`src/rtl/ps2_dev_pkg.sv`:
```
// Shared types and constants for the PS/2 device-side transceiver.
// FSM state enum, frame sizes, error codes, ack byte, parity helper.
package ps2_dev_pkg;

  typedef enum logic [3:0] {
    IDLE,
    TX_WAIT,
    TX_BIT_HI,
    TX_BIT_LO,
    RX_WAIT_REL,
    RX_BIT_LO,
    RX_BIT_HI,
    RX_ACK_LO,
    RX_ACK_HI,
    DONE_GAP
  } ps2State_t;

  localparam int TX_FRAME_BITS = 11;
  localparam int RX_FRAME_BITS = 10;

  localparam logic [1:0] ERR_NONE   = 2'b00;
  localparam logic [1:0] ERR_PARITY = 2'b01;
  localparam logic [1:0] ERR_STOP   = 2'b10;

  localparam logic [7:0] PS2_ACK_BYTE = 8'hFA;

  // Filtered lines lag the pins by ~11 cycles; after releasing
  // the clock, a low clk_s is only trusted past this many cycles.
  localparam int FILT_LAT = 16;

  function automatic logic oddParity(input logic [7:0] b);
    return ~^b;
  endfunction

endpackage

```
`src/rtl/ps2_line_filter.sv`:
```
// Two-flop synchronizer plus 8-sample agreement filter for one line.
// Ports: CLK, RESET, lineRaw (pin level), lineFilt (filtered level).
module ps2_line_filter (
  input  logic CLK,
  input  logic RESET,
  input  logic lineRaw,
  output logic lineFilt
);

  logic [1:0] sync;
  logic [7:0] hist;

  always_ff @(posedge CLK) begin
    if (RESET) begin
      sync     <= 2'b11;
      hist     <= 8'hFF;
      lineFilt <= 1'b1;
    end else begin
      sync <= {sync[0], lineRaw};
      hist <= {hist[6:0], sync[1]};
      if (&hist) begin
        lineFilt <= 1'b1;
      end else if (~|hist) begin
        lineFilt <= 1'b0;
      end
    end
  end

endmodule

```
`src/rtl/ps2_device_transceiver.sv`:
```
// Device-side (mouse-end) PS/2 transceiver: drives the PS/2 clock,
// sends device frames, receives host command frames, open-drain.
// Ports: CLK, RESET (sync, active high), CLK/DATA_MOUSE_IN (pins),
// CLK/DATA_MOUSE_OUT_EN (1 = pull low), SEND_BYTE/BYTE_TO_SEND/READY
// (one-deep TX slot), BYTE_SENT, BYTE_READY/BYTE_READ/BYTE_ERROR.
// Macro PS2_DEV_AUTO_ACK_EN: queue 8'hFA after each clean RX byte.
module ps2_device_transceiver
  import ps2_dev_pkg::*;
#(
  parameter int CLK_HALF    = 4000,
  parameter int INHIBIT_MIN = 10000,
  parameter int IDLE_MIN    = 5000
) (
  input  logic       CLK,
  input  logic       RESET,
  input  logic       CLK_MOUSE_IN,
  input  logic       DATA_MOUSE_IN,
  output logic       CLK_MOUSE_OUT_EN,
  output logic       DATA_MOUSE_OUT_EN,
  input  logic       SEND_BYTE,
  input  logic [7:0] BYTE_TO_SEND,
  output logic       READY,
  output logic       BYTE_SENT,
  output logic       BYTE_READY,
  output logic [7:0] BYTE_READ,
  output logic [1:0] BYTE_ERROR
);

  localparam int PW = $clog2(CLK_HALF + 1);
  localparam int HW = $clog2(INHIBIT_MIN + 1);
  localparam int IW = $clog2(IDLE_MIN + 1);

  localparam logic [PW-1:0] HALF_END = PW'(CLK_HALF - 1);
  localparam logic [PW-1:0] HALF_MID = PW'(CLK_HALF / 2);
  localparam logic [PW-1:0] GUARD    = PW'(FILT_LAT);
  localparam logic [HW-1:0] HOLD_END = HW'(INHIBIT_MIN);
  localparam logic [IW-1:0] IDLE_END = IW'(IDLE_MIN);
  localparam logic [3:0]    TX_LAST  = 4'(TX_FRAME_BITS);
  localparam logic [3:0]    RX_LAST  = 4'(RX_FRAME_BITS - 1);

  logic clkS;
  logic dataS;

  ps2_line_filter uClkFilt (
    .CLK      (CLK),
    .RESET    (RESET),
    .lineRaw  (CLK_MOUSE_IN),
    .lineFilt (clkS)
  );

  ps2_line_filter uDataFilt (
    .CLK      (CLK),
    .RESET    (RESET),
    .lineRaw  (DATA_MOUSE_IN),
    .lineFilt (dataS)
  );

  ps2State_t     state, stateN;
  logic [PW-1:0] phaseCnt, phaseN;
  logic [3:0]    bitCnt, bitN;
  logic [10:0]   txShift, txN;
  logic [9:0]    rxShift, rxN;
  logic          slotFull, slotFullN;
  logic [7:0]    slotByte, slotByteN;
  logic          clkEn, clkEnN;
  logic          dataEn, dataEnN;
  logic          sent, sentN;
  logic          rdy, rdyN;
  logic [7:0]    byteRead, byteReadN;
  logic [1:0]    byteErr, byteErrN;
  logic          hostHeld, hostHeldN;
  logic [HW-1:0] holdCnt;
  logic [IW-1:0] idleCnt;

  logic       phaseEnd;
  logic       heldNow;
  logic       idleDone;
  logic [1:0] rxErr;

  assign phaseEnd = (phaseCnt == HALF_END);
  assign heldNow  = (holdCnt == HOLD_END);
  assign idleDone = (idleCnt == IDLE_END);

  assign rxErr =
    (rxShift[9] ? ERR_NONE : ERR_STOP) |
    ((rxShift[8] != oddParity(rxShift[7:0])) ? ERR_PARITY : ERR_NONE);

  // Host hold timer runs only while the host, not we, holds clock low.
  always_ff @(posedge CLK) begin
    if (RESET) begin
      holdCnt <= '0;
      idleCnt <= '0;
    end else begin
      if (!clkS && !clkEn) begin
        if (!heldNow) holdCnt <= holdCnt + 1'b1;
      end else begin
        holdCnt <= '0;
      end
      if (clkS && dataS) begin
        if (!idleDone) idleCnt <= idleCnt + 1'b1;
      end else begin
        idleCnt <= '0;
      end
    end
  end

  always_ff @(posedge CLK) begin
    if (RESET) begin
      state    <= IDLE;
      phaseCnt <= '0;
      bitCnt   <= '0;
      txShift  <= '0;
      rxShift  <= '0;
      slotFull <= 1'b0;
      slotByte <= '0;
      clkEn    <= 1'b0;
      dataEn   <= 1'b0;
      sent     <= 1'b0;
      rdy      <= 1'b0;
      byteRead <= '0;
      byteErr  <= ERR_NONE;
      hostHeld <= 1'b0;
    end else begin
      state    <= stateN;
      phaseCnt <= phaseN;
      bitCnt   <= bitN;
      txShift  <= txN;
      rxShift  <= rxN;
      slotFull <= slotFullN;
      slotByte <= slotByteN;
      clkEn    <= clkEnN;
      dataEn   <= dataEnN;
      sent     <= sentN;
      rdy      <= rdyN;
      byteRead <= byteReadN;
      byteErr  <= byteErrN;
      hostHeld <= hostHeldN;
    end
  end

  always_comb begin
    stateN    = state;
    phaseN    = phaseCnt;
    bitN      = bitCnt;
    txN       = txShift;
    rxN       = rxShift;
    slotFullN = slotFull;
    slotByteN = slotByte;
    clkEnN    = clkEn;
    dataEnN   = dataEn;
    sentN     = 1'b0;
    rdyN      = 1'b0;
    byteReadN = byteRead;
    byteErrN  = byteErr;
    hostHeldN = hostHeld | heldNow;

    if (SEND_BYTE && !slotFull) begin
      slotFullN = 1'b1;
      slotByteN = BYTE_TO_SEND;
    end

    unique case (state)
      IDLE: begin
        clkEnN  = 1'b0;
        dataEnN = 1'b0;
        phaseN  = '0;
        bitN    = '0;
        // Clock release after a long hold: RTS if data low,
        // otherwise just the end of an inhibit.
        if (hostHeld && clkS) begin
          hostHeldN = 1'b0;
          if (!dataS) stateN = RX_WAIT_REL;
        end else if (slotFull && idleDone && !hostHeld) begin
          stateN = TX_WAIT;
        end
      end

      TX_WAIT: begin
        txN = {1'b1, oddParity(slotByte), slotByte, 1'b0};
        stateN = TX_BIT_HI;
      end

      TX_BIT_HI: begin
        phaseN = phaseCnt + 1'b1;
        if (bitCnt != TX_LAST && phaseCnt >= GUARD && !clkS) begin
          // Host grabbed the clock: abort, frame stays queued.
          clkEnN  = 1'b0;
          dataEnN = 1'b0;
          phaseN  = '0;
          stateN  = IDLE;
        end else if (phaseEnd) begin
          phaseN = '0;
          if (bitCnt == TX_LAST) begin
            dataEnN   = 1'b0;
            sentN     = 1'b1;
            slotFullN = 1'b0;
            stateN    = DONE_GAP;
          end else begin
            clkEnN = 1'b1;
            stateN = TX_BIT_LO;
          end
        end else if (phaseCnt == HALF_MID && bitCnt != TX_LAST) begin
          dataEnN = ~txShift[0];
        end
      end

      TX_BIT_LO: begin
        phaseN = phaseCnt + 1'b1;
        if (phaseEnd) begin
          phaseN = '0;
          clkEnN = 1'b0;
          txN    = {1'b0, txShift[10:1]};
          bitN   = bitCnt + 1'b1;
          stateN = TX_BIT_HI;
        end
      end

      RX_WAIT_REL: begin
        if (clkS) begin
          clkEnN = 1'b1;
          phaseN = '0;
          bitN   = '0;
          stateN = RX_BIT_LO;
        end
      end

      RX_BIT_LO: begin
        phaseN = phaseCnt + 1'b1;
        if (phaseEnd) begin
          phaseN = '0;
          rxN    = {dataS, rxShift[9:1]};
          clkEnN = 1'b0;
          stateN = RX_BIT_HI;
        end
      end

      RX_BIT_HI: begin
        phaseN = phaseCnt + 1'b1;
        if (phaseCnt >= GUARD && !clkS) begin
          clkEnN  = 1'b0;
          dataEnN = 1'b0;
          phaseN  = '0;
          stateN  = IDLE;
        end else if (phaseEnd) begin
          phaseN = '0;
          if (bitCnt == RX_LAST) begin
            dataEnN = 1'b1;
            stateN  = RX_ACK_HI;
          end else begin
            bitN   = bitCnt + 1'b1;
            clkEnN = 1'b1;
            stateN = RX_BIT_LO;
          end
        end
      end

      RX_ACK_HI: begin
        phaseN = phaseCnt + 1'b1;
        if (phaseEnd) begin
          phaseN = '0;
          clkEnN = 1'b1;
          stateN = RX_ACK_LO;
        end
      end

      RX_ACK_LO: begin
        phaseN = phaseCnt + 1'b1;
        if (phaseEnd) begin
          phaseN    = '0;
          clkEnN    = 1'b0;
          dataEnN   = 1'b0;
          rdyN      = 1'b1;
          byteReadN = rxShift[7:0];
          byteErrN  = rxErr;
`ifdef PS2_DEV_AUTO_ACK_EN
          if (rxErr == ERR_NONE) begin
            slotFullN = 1'b1;
            slotByteN = PS2_ACK_BYTE;
          end
`endif
          stateN = DONE_GAP;
        end
      end

      DONE_GAP: begin
        clkEnN  = 1'b0;
        dataEnN = 1'b0;
        phaseN  = phaseCnt + 1'b1;
        if (phaseEnd) begin
          phaseN = '0;
          stateN = IDLE;
        end
      end

      default: begin
        clkEnN  = 1'b0;
        dataEnN = 1'b0;
        stateN  = IDLE;
      end
    endcase
  end

  assign CLK_MOUSE_OUT_EN  = clkEn;
  assign DATA_MOUSE_OUT_EN = dataEn;
  assign READY             = !slotFull;
  assign BYTE_SENT         = sent;
  assign BYTE_READY        = rdy;
  assign BYTE_READ         = byteRead;
  assign BYTE_ERROR        = byteErr;

endmodule

```
`config.mk`:
```
export PLATFORM = sky130hd
export DESIGN_NAME = ps2_device_transceiver
export DESIGN_NICKNAME = d
export VERILOG_FILES = /design/src/rtl/ps2_dev_pkg.sv /design/src/rtl/ps2_line_filter.sv /design/src/rtl/ps2_device_transceiver.sv
export SDC_FILE = /design/constraint.sdc
export NUM_CORES = 1
export LEC_CHECK = 0
export BUFFER_PORTS_ARGS = -buffer_cell sky130_fd_sc_hd__buf_2
export CELL_PAD_IN_SITES_DETAIL_PLACEMENT = 0
export CELL_PAD_IN_SITES_GLOBAL_PLACEMENT = 2
export CORE_ASPECT_RATIO = 0.9
export CORE_MARGIN = 8
export CORE_UTILIZATION = 30
export CTS_CLUSTER_SIZE = 14
export DETAILED_ROUTE_END_ITERATION = 8
export HOLD_SLACK_MARGIN = 0.05
export MAX_ROUTING_LAYER = met4
export PLACE_DENSITY = 0.63
export SLEW_MARGIN = 10
export SYNTH_ARGS = -nofsm -noshare
export SYNTH_HDL_FRONTEND = slang
export SYNTH_SLANG_ARGS = --single-unit
```
`constraint.sdc`:
```
create_clock -name CLK -period 2.2 [get_ports CLK]
set_input_delay 0.22 -clock CLK [delete_from_list [all_inputs] [get_ports CLK]]
set_output_delay 0.22 -clock CLK [all_outputs]
set_load 0.02 [all_outputs]
```
==> results of run 1 <==
## final timing paths
kind	from	to	slack, ns	cells past startpoint
max	phaseCnt[0]	state[3]	0.15	7
min reg2reg	uClkFilt.sync[1]	uClkFilt.hist[0]	0.40	1
max reg2reg	phaseCnt[0]	state[3]	0.15	7
min	SEND_BYTE	slotFull	0.11	3
## worst reg2reg max path, stage by stage (launching register included)
cell and delay, ns:
dfxtp_1 0.40, ha_1 0.19, and3_1 0.20, nand4_1 0.15, a221o_1 0.41, nor3_4 0.30
o2111a_1 0.23, nor3_1 0.04
## kinds of logic after synthesis
group / count (synthesis) / share of synthesized area, %
mux: 15 / 2.91
xor+xnor: 46 / 7.62
flops: 114 / 43.2
compound gates: 93 / 11.6
fa+ha+maj: 8 / 1.89
buf+inv: 46 / 4.14
simple gates: 296 / 28.7
## cells in the mapped netlist (all sizes together) (14+ instances only)
cell	n
dfxtp	114
nand2	83
nor2	80
a21oi	47
xnor2	23
xor2	23
or2	21
nand3	20
buf	18
clkbuf	16
nand4	14
## power breakdown
| group | total [mW] | switching [mW] | internal [mW] |
|---|---|---|---|
| clock | 2.64 | 0.938 | 1.70 |
| combinational | 1.64 | 0.883 | 0.761 |
| sequential | 2.33 | 0.126 | 2.20 |
## registers in the layout, summed over array words and instances, names as in the netlist, 2 cells and up
signal          flops
state               4
phaseCnt           12
uClkFilt.sync       2
slotByte            8
idleCnt            13
uDataFilt.hist      8
BYTE_READ           8
uDataFilt.sync      2
txShift            11
rxShift            10
uClkFilt.hist       8
holdCnt            14
bitCnt              4
BYTE_ERROR          2
## final cells by class
class,count,share of cell area (%)
multi-input cells,458,43.0
flip-flops and latches,114,34.8
repair buffers,78,8.29
clock buffers,20,6.97
well taps,240,4.58
clock inverters,10,1.70
inverters,12,0.687
## metal layers
metal / part of all wire, % / GRT usage (%) / wire length [um]
met1: 50 / 15.9 / 6500
met2: 46 / 19.1 / 5880
met3: 3.1 / 3.73 / 405
met4: 0.75 / 3.67 / 96
met5: 0 / - / 0
## what timing repair did
action,in CTS,in global routing
setup endpoints to repair,0,7
hold buffers,10,0
gates resized for setup,0,5
hold endpoints to repair,10,0
==> flow_summary.yaml, run 1 <==
run_status:
  outcome: "finished, final reports clean"
clocking:
  clkSlewWorstSetupHoldPaths_ns: 0.05
  clock_latency_ns: 0.41
  clock_path_buffers: 2
  cts_root_buf: "clkbuf_16"
  post-cts-setup-buffers: 0
  tritoncts: "done"
  cts.sinks: 114
  cts-buffers-inserted: 17
  htree_levels: 4
place:
  post-place-cells: 892
  post-place-ws_ns: 0.151
  io_buffers: 27
  place_area_um2: 5860
  dp_hpwl_mm: 9.06
  place_congestion: 0.812
cells_and_area:
  layout.nets: 702
  final_common_cell: "dfxtp_1"
  diodes: 0
  design_area_um2: 6550
  seq_area_um2: 2280
  multiInputGateArea_um2: 2820
  syn_to_final_growth_pct: 23.9
  utilization_pct: 37.6
  fin_cells: 932
  fillCellCount: 1819
  drive_gt1_share_pct: 19.9
  layout_common_cells: "dfxtp_1, nand2_1, nor2_1"
power_and_ir_drop:
  p_leak_nw: 2.38
  total_power_mw: 6.61
  vdd_drop_max_mv: 0.546
  power_density_nw_per_um2: 1010
detailed_routing:
  num_vias: 4425
  ant_nets: 0
  vias_per_cell: 4.75
  firstDrtPassIters: 5
  wl_mm: 12.9
  drc: 0
  wl_per_cell_um: 13.8
  drt_iter0_drc: 181
global_routing:
  grt_max_degree: 54
  grt_pass1_vias: 4358
  track_usage_pct: 12.6
  grt_pass1_wl_mm: 21.7
  antenna_found_initial: 0
  grt-ovfl-total: 0
setup_path:
  cp-start-kind: "flip-flop"
  required_ns: 2.47
  crit_slowest_cell: "a221o_1"
  critPathTopFamily: "simple AND/OR/NAND/NOR gates"
  crit_chain: "ha_1, and3_1, nand4_1, a221o_1, nor3_4, o2111a_1, nor3_1"
  worst-path-buf-inv: 0
  max_stage_delay_ns: 0.41
  crit_path_max_fanout: 7
  end_kind: "flip-flop"
  crit_type: "reg -> reg"
  arrival_ns: 2.32
floorplan:
  die_w_um: 156
  die-area_um2: 22100
  fp-row-count: 46
  core_area_um2: 17400
  start_util_pct: 30.3
  io_pins: 28
  fp.dieH_um: 142
sta:
  tns_ns: 0
  finalSetupViolations: 0
  whs_ns: 0.108
  slew_violations: 0
  period_share_pct: 93.3
  worst-slew-pin-transition_ns: 0.619
  setup_slack_ns: 0.147
  slew_headroom_pct: 58.7
  skew_ns: 0.00994
  fmax_mhz: 487
  finalHoldViolCount: 0
  rsz0062_at_grt: "no"
  period_needed_ns: 2.05
min_path:
  hp-class: "in -> reg"
synthesis:
  syn_nets: 639
  synth_cells: 618
  synth_top_area_share_pct: 43.2
  yosys.area.top_type: "dfxtp_1"
  synth_area_per_cell_um2: 8.56
  yosysWarnings: 0
  synth_seq_cells: 114
  ys_top_cells_by_area: "dfxtp_1, nand2_1, nor2_1"
  netlist_area_um2: 5290
  synth_ff_type: "dfxtp_1"
  synth-seq-area-share_pct: 43.2
  synth_edf_count: 0
  synth_cell_types: 61
  async_flop_share_pct: 0
flow_run:
  drv_cap: 0
(Power assumes the default switching activity.)
==> inputs of run 2 (changes only) <==
--- a/config.mk
+++ b/config.mk
@@ -8,7 +8,6 @@
 export BUFFER_PORTS_ARGS = -buffer_cell sky130_fd_sc_hd__buf_2
 export CELL_PAD_IN_SITES_DETAIL_PLACEMENT = 0
 export CELL_PAD_IN_SITES_GLOBAL_PLACEMENT = 2
-export CORE_ASPECT_RATIO = 0.9
 export CORE_MARGIN = 8
 export CORE_UTILIZATION = 30
 export CTS_CLUSTER_SIZE = 14
==> run 2 against run 1 <==
  * First-iteration DRC count down 19%
  * Largest cell class unchanged
  * Die area about the same
  * Sequential power about the same
  * Combinational power about the same
  * Utilization up 0.71 points
  * Register-to-register slack worse by 0.04 ns
  * Clock skew up 0.0057 ns
  * Non-clock buffer count down 8
  * Cell count down 2.3%
==> flow_summary.yaml, run 2 (synthesis results as in run 1) <==
setup_path:
  cp-start-kind: "flip-flop"
  max_stage_delay_ns: 0.47
  required_ns: 2.52
  critPathTopFamily: "simple AND/OR/NAND/NOR gates"
  end_kind: "flip-flop"
  crit_slowest_cell: "dfxtp_1"
  arrival_ns: 2.41
  worst-path-buf-inv: 1
  crit_chain: "buf_4, nor4_1, and3_4, a221o_1, nor3_4, nor2_1, a311oi_1"
  crit_type: "reg -> reg"
  reg2reg_slack_ns: 0.11
  crit_path_max_fanout: 7
cells_and_area:
  diodes: 0
  design_area_um2: 6620
  multiInputGateArea_um2: 2800
  fin_cells: 911
  layout_common_cells: "dfxtp_1, nand2_1, nor2_1"
  largest-register: "holdCnt"
  reg_top3: "holdCnt x14, idleCnt x13, phaseCnt x12"
  fillCellCount: 1812
  syn_to_final_growth_pct: 25.2
  drive_gt1_share_pct: 19.2
  seq_area_um2: 2290
  utilization_pct: 38.3
  largest_reg_flops: 14
  final_common_cell: "dfxtp_1"
  layout.nets: 694
global_routing:
  grt_max_degree: 75
  track_usage_pct: 12.5
  grt_pass1_wl_mm: 21.5
  antenna_found_initial: 0
  grt_pass1_vias: 4350
  grt-ovfl-total: 0
floorplan:
  fp-row-count: 48
  die_w_um: 149
  die-area_um2: 22100
  io_pins: 28
  start_util_pct: 30.6
  fp.dieH_um: 149
  core_area_um2: 17300
clocking:
  cts_root_buf: "clkbuf_16"
  clock_latency_ns: 0.42
  clock_path_buffers: 2
  htree_levels: 4
  cts-buffers-inserted: 17
  clkSlewWorstSetupHoldPaths_ns: 0.05
  tritoncts: "done"
  cts.sinks: 114
detailed_routing:
  wl_mm: 12.6
  ant_nets: 0
  wl_per_cell_um: 13.9
  vias_per_cell: 4.77
  drt_iter0_drc: 146
  drc: 0
  firstDrtPassIters: 4
  num_vias: 4346
run_status:
  outcome: "finished, final reports clean"
sta:
  finalHoldViolCount: 0
  slew_headroom_pct: 60.5
  period_share_pct: 95.0
  period_needed_ns: 2.09
  fmax_mhz: 478
  finalSetupViolations: 0
  slew_violations: 0
  worst-slew-pin-transition_ns: 0.592
  whs_ns: 0.105
  skew_ns: 0.0156
  rsz0062_at_grt: "yes"
  setup_slack_ns: 0.110
place:
  io_buffers: 27
  dp_hpwl_mm: 8.60
  post-place-ws_ns: 0.0898
  place_congestion: 0.766
  post-place-cells: 868
  place_area_um2: 5810
flow_run:
  drv_cap: 0
power_and_ir_drop:
  p_leak_nw: 2.41
  power_density_nw_per_um2: 1090
  vdd_drop_max_mv: 0.565
min_path:
  hp-class: "in -> reg"
run 2: final timing paths:
kind / start / depth (start not counted) / to
setup reg to reg: state[2] / 7 / state[0]
setup / recovery: state[2] / 7 / state[0]
hold / removal: SEND_BYTE / 3 / slotFull
hold reg to reg: uClkFilt.sync[1] / 1 / uClkFilt.hist[0]
run 2: routing by layer:
layer  GRT usage (%)  up-vias  wire length [um]
met5               -        -                 0
met4            4.80        0               217
met3            3.52       23               350
met2            19.8       63              5940
met1            14.7     2010              6110
li1                -     2250                 -
run 2: per-stage QoR:
stage	setup TNS, ns	power, mW
final	0	7.22
after global routing	-0.0108	7.60
after CTS	0	7.27
after detailed placement	0	3.96
after global placement	0	3.96
after floorplan	0	3.53
run 2: power breakdown:
part	switching [mW]	internal, mW	total, mW
clock network	0.954	2.29	3.25
registers	0.157	2.21	2.36
logic	0.832	0.776	1.61
total	1.94	5.28	7.22
run 2: tightest hold or removal path: stages:
cell and delay (ns):
buf_2 0.10, nor2_1 0.09, a211oi_1 0.06
run 2: timing repair:
action                                  4_1_cts  5_1_grt
gates resized for setup                       0        6
hold buffers                                 10        0
setup buffers                                 0        1
endpoints found under the setup margin        0       10
hold endpoints to repair                     10        0
run 2: layout make-up:
type	instances	share of cell area [%]
Multi-Input combinational cell	458	42.2
Sequential cell	114	34.5
Timing Repair Buffer	70	7.86
Clock buffer	22	7.01
Tap cell	225	4.25
Clock inverter	10	3.44
Inverter	12	0.680
==> inputs of run 3 (changes only) <==
--- a/config.mk
+++ b/config.mk
@@ -8,13 +8,12 @@
 export BUFFER_PORTS_ARGS = -buffer_cell sky130_fd_sc_hd__buf_2
 export CELL_PAD_IN_SITES_DETAIL_PLACEMENT = 0
 export CELL_PAD_IN_SITES_GLOBAL_PLACEMENT = 2
-export CORE_MARGIN = 8
-export CORE_UTILIZATION = 30
+export CORE_UTILIZATION = 38
 export CTS_CLUSTER_SIZE = 14
 export DETAILED_ROUTE_END_ITERATION = 8
 export HOLD_SLACK_MARGIN = 0.05
 export MAX_ROUTING_LAYER = met4
-export PLACE_DENSITY = 0.63
+export PLACE_DENSITY = 0.78
 export SLEW_MARGIN = 10
 export SYNTH_ARGS = -nofsm -noshare
 export SYNTH_HDL_FRONTEND = slang
==> run 3 against run 2 <==
  * Via count decreased by 0.64%
  * Routed wire length decreased by 7.9%
  * Hold slack got worse by 0.0043 ns
  * Sequential share of layout area increased by 1.2 points
  * Clock power decreased by 19%
  * Clock skew decreased by 0.0055 ns
  * Clock-buffer cell count decreased by 1
  * Critical path type unchanged
  * Highest routed layer unchanged
==> flow_summary.yaml, run 3 (synthesis results as in run 1) <==
global_routing:
  grt_max_degree: 34
  track_usage_pct: 18.4
  grt-ovfl-total: 0
  antenna_found_initial: 0
  grt_pass1_wl_mm: 20.1
  grt_pass1_vias: 4226
sta:
  setup_slack_ns: 0.189
  finalSetupViolations: 0
  period_needed_ns: 2.01
  whs_ns: 0.101
  tns_ns: 0
  slew_violations: 0
  skew_ns: 0.0101
  finalHoldViolCount: 0
  period_share_pct: 91.4
  fmax_mhz: 497
  rsz0062_at_grt: "no"
  worst-slew-pin-transition_ns: 0.746
  slew_headroom_pct: 49.6
power_and_ir_drop:
  vdd_drop_max_mv: 0.595
  netSwitchingFraction_pct: 29.2
  pwr-share-seq_pct: 36.4
  p_leak_nw: 2.33
  power_frac_comb_pct: 23.3
  p_sw_mw: 1.90
  pwr-share-clk_pct: 40.3
  p_int_mw: 4.60
  power_density_nw_per_um2: 1020
  total_power_mw: 6.49
setup_path:
  crit_slowest_cell: "a221o_1"
  crit_path_max_fanout: 7
  max_stage_delay_ns: 0.37
  crit_chain: "ha_1, and3_4, nand4_1, a221o_1, nor3_4, o2111a_1, nor3_1"
  timing.rr.start: "phaseCnt[0]"
  required_ns: 2.49
  worst-path-buf-inv: 0
  arrival_ns: 2.30
  cp-start-kind: "flip-flop"
  critPathTopFamily: "simple AND/OR/NAND/NOR gates"
  startpoint: "phaseCnt[0]"
  crit_type: "reg -> reg"
  end_kind: "flip-flop"
detailed_routing:
  ant_nets: 0
  drt_iter0_drc: 182
  drc: 0
  num_vias: 4318
  wl_per_cell_um: 13.5
  vias_per_cell: 5.03
  firstDrtPassIters: 4
  wl_mm: 11.6
cells_and_area:
  reg_top3: "holdCnt x14, idleCnt x13, phaseCnt x12"
  diodes: 0
  largest-register: "holdCnt"
  layout_common_cells: "dfxtp_1, nand2_1, nor2_1"
  design_area_um2: 6400
  syn_to_final_growth_pct: 20.9
  utilization_pct: 47.7
  layout.nets: 691
  largest_reg_flops: 14
  drive_gt1_share_pct: 19.0
  final_common_cell: "dfxtp_1"
  fillCellCount: 1348
  fin_cells: 859
clocking:
  cts.sinks: 114
  clock_latency_ns: 0.42
  clkSlewWorstSetupHoldPaths_ns: 0.05
  tritoncts: "done"
  cts_root_buf: "clkbuf_16"
  cts-buffers-inserted: 17
  clock_path_buffers: 2
  htree_levels: 4
floorplan:
  io_pins: 28
  fp.dieH_um: 120
  fp-row-count: 42
  die-area_um2: 14400
  die_w_um: 120
  start_util_pct: 39.5
  core_area_um2: 13400
place:
  dp_hpwl_mm: 8.13
  place_congestion: 0.846
  post-place-ws_ns: 0.0601
  place_area_um2: 5710
  io_buffers: 27
  post-place-cells: 817
min_path:
  hp-class: "in -> reg"
  min_from: "SEND_BYTE"
run_status:
  outcome: "finished, final reports clean"
flow_run:
  drv_cap: 0
==> run 3: cell count changes in the layout (fill, tap and decap cells not counted), moves of 2 or more <==
cell | previous run | this run
bufinv_16 | 7 | 2
clkinv_2 | 2 | 6
buf_12 | 3 | 1
clkinvlp_4 | 1 | 3
==> run 3: timing repair <==
action	in CTS	in global routing
hold endpoints to repair	10	0
endpoints found under the setup margin	0	32
resized for setup	0	8
setup buffers	0	0
hold buffers	10	0
==> run 3: layout make-up <==
| type | instances | area, um2 | area share (%) |
|---|---|---|---|
| multi-input cells | 458 | 2810 | 43.9 |
| flip-flops and latches | 114 | 2290 | 35.8 |
| repair buffers | 67 | 473 | 7.39 |
| clock buffers | 21 | 450 | 7.04 |
| well taps | 176 | 220 | 3.44 |
| clock inverters | 11 | 113 | 1.76 |
| inverters | 12 | 45.0 | 0.704 |
==> run 3: layer usage <==
metal / global-route usage, % / part of all wire, % / vias to the layer above
li1: - / - / 2246
met4: 10.6 / 2.5 / 0
met2: 27.9 / 47 / 65
met3: 4.90 / 3.2 / 20
met1: 21.8 / 48 / 1987
met5: - / 0 / -
==> run 3: final timing paths <==
kind | end | slack (ns) | cells past startpoint
worst max-delay path | state[3] | 0.19 | 7
worst min-delay path | slotFull | 0.10 | 3
worst max register to register | state[3] | 0.19 | 7
worst min register to register | uDataFilt.sync[1] | 0.41 | 1
==> run 3: power by group through the flow <==
stage	registers [mW]	logic, mW	clock network (mW)
finish	2.36	1.51	2.62
global route	2.38	1.68	2.80
CTS	2.35	1.51	2.69
detailed placement	2.39	1.49	0
global placement	2.39	1.48	0
floorplan	2.33	1.20	0
==> run 3: worst min-delay path, stage by stage <==
cell and delay (ns):
buf_2 0.11, nor2_1 0.09, a211oi_1 0.06
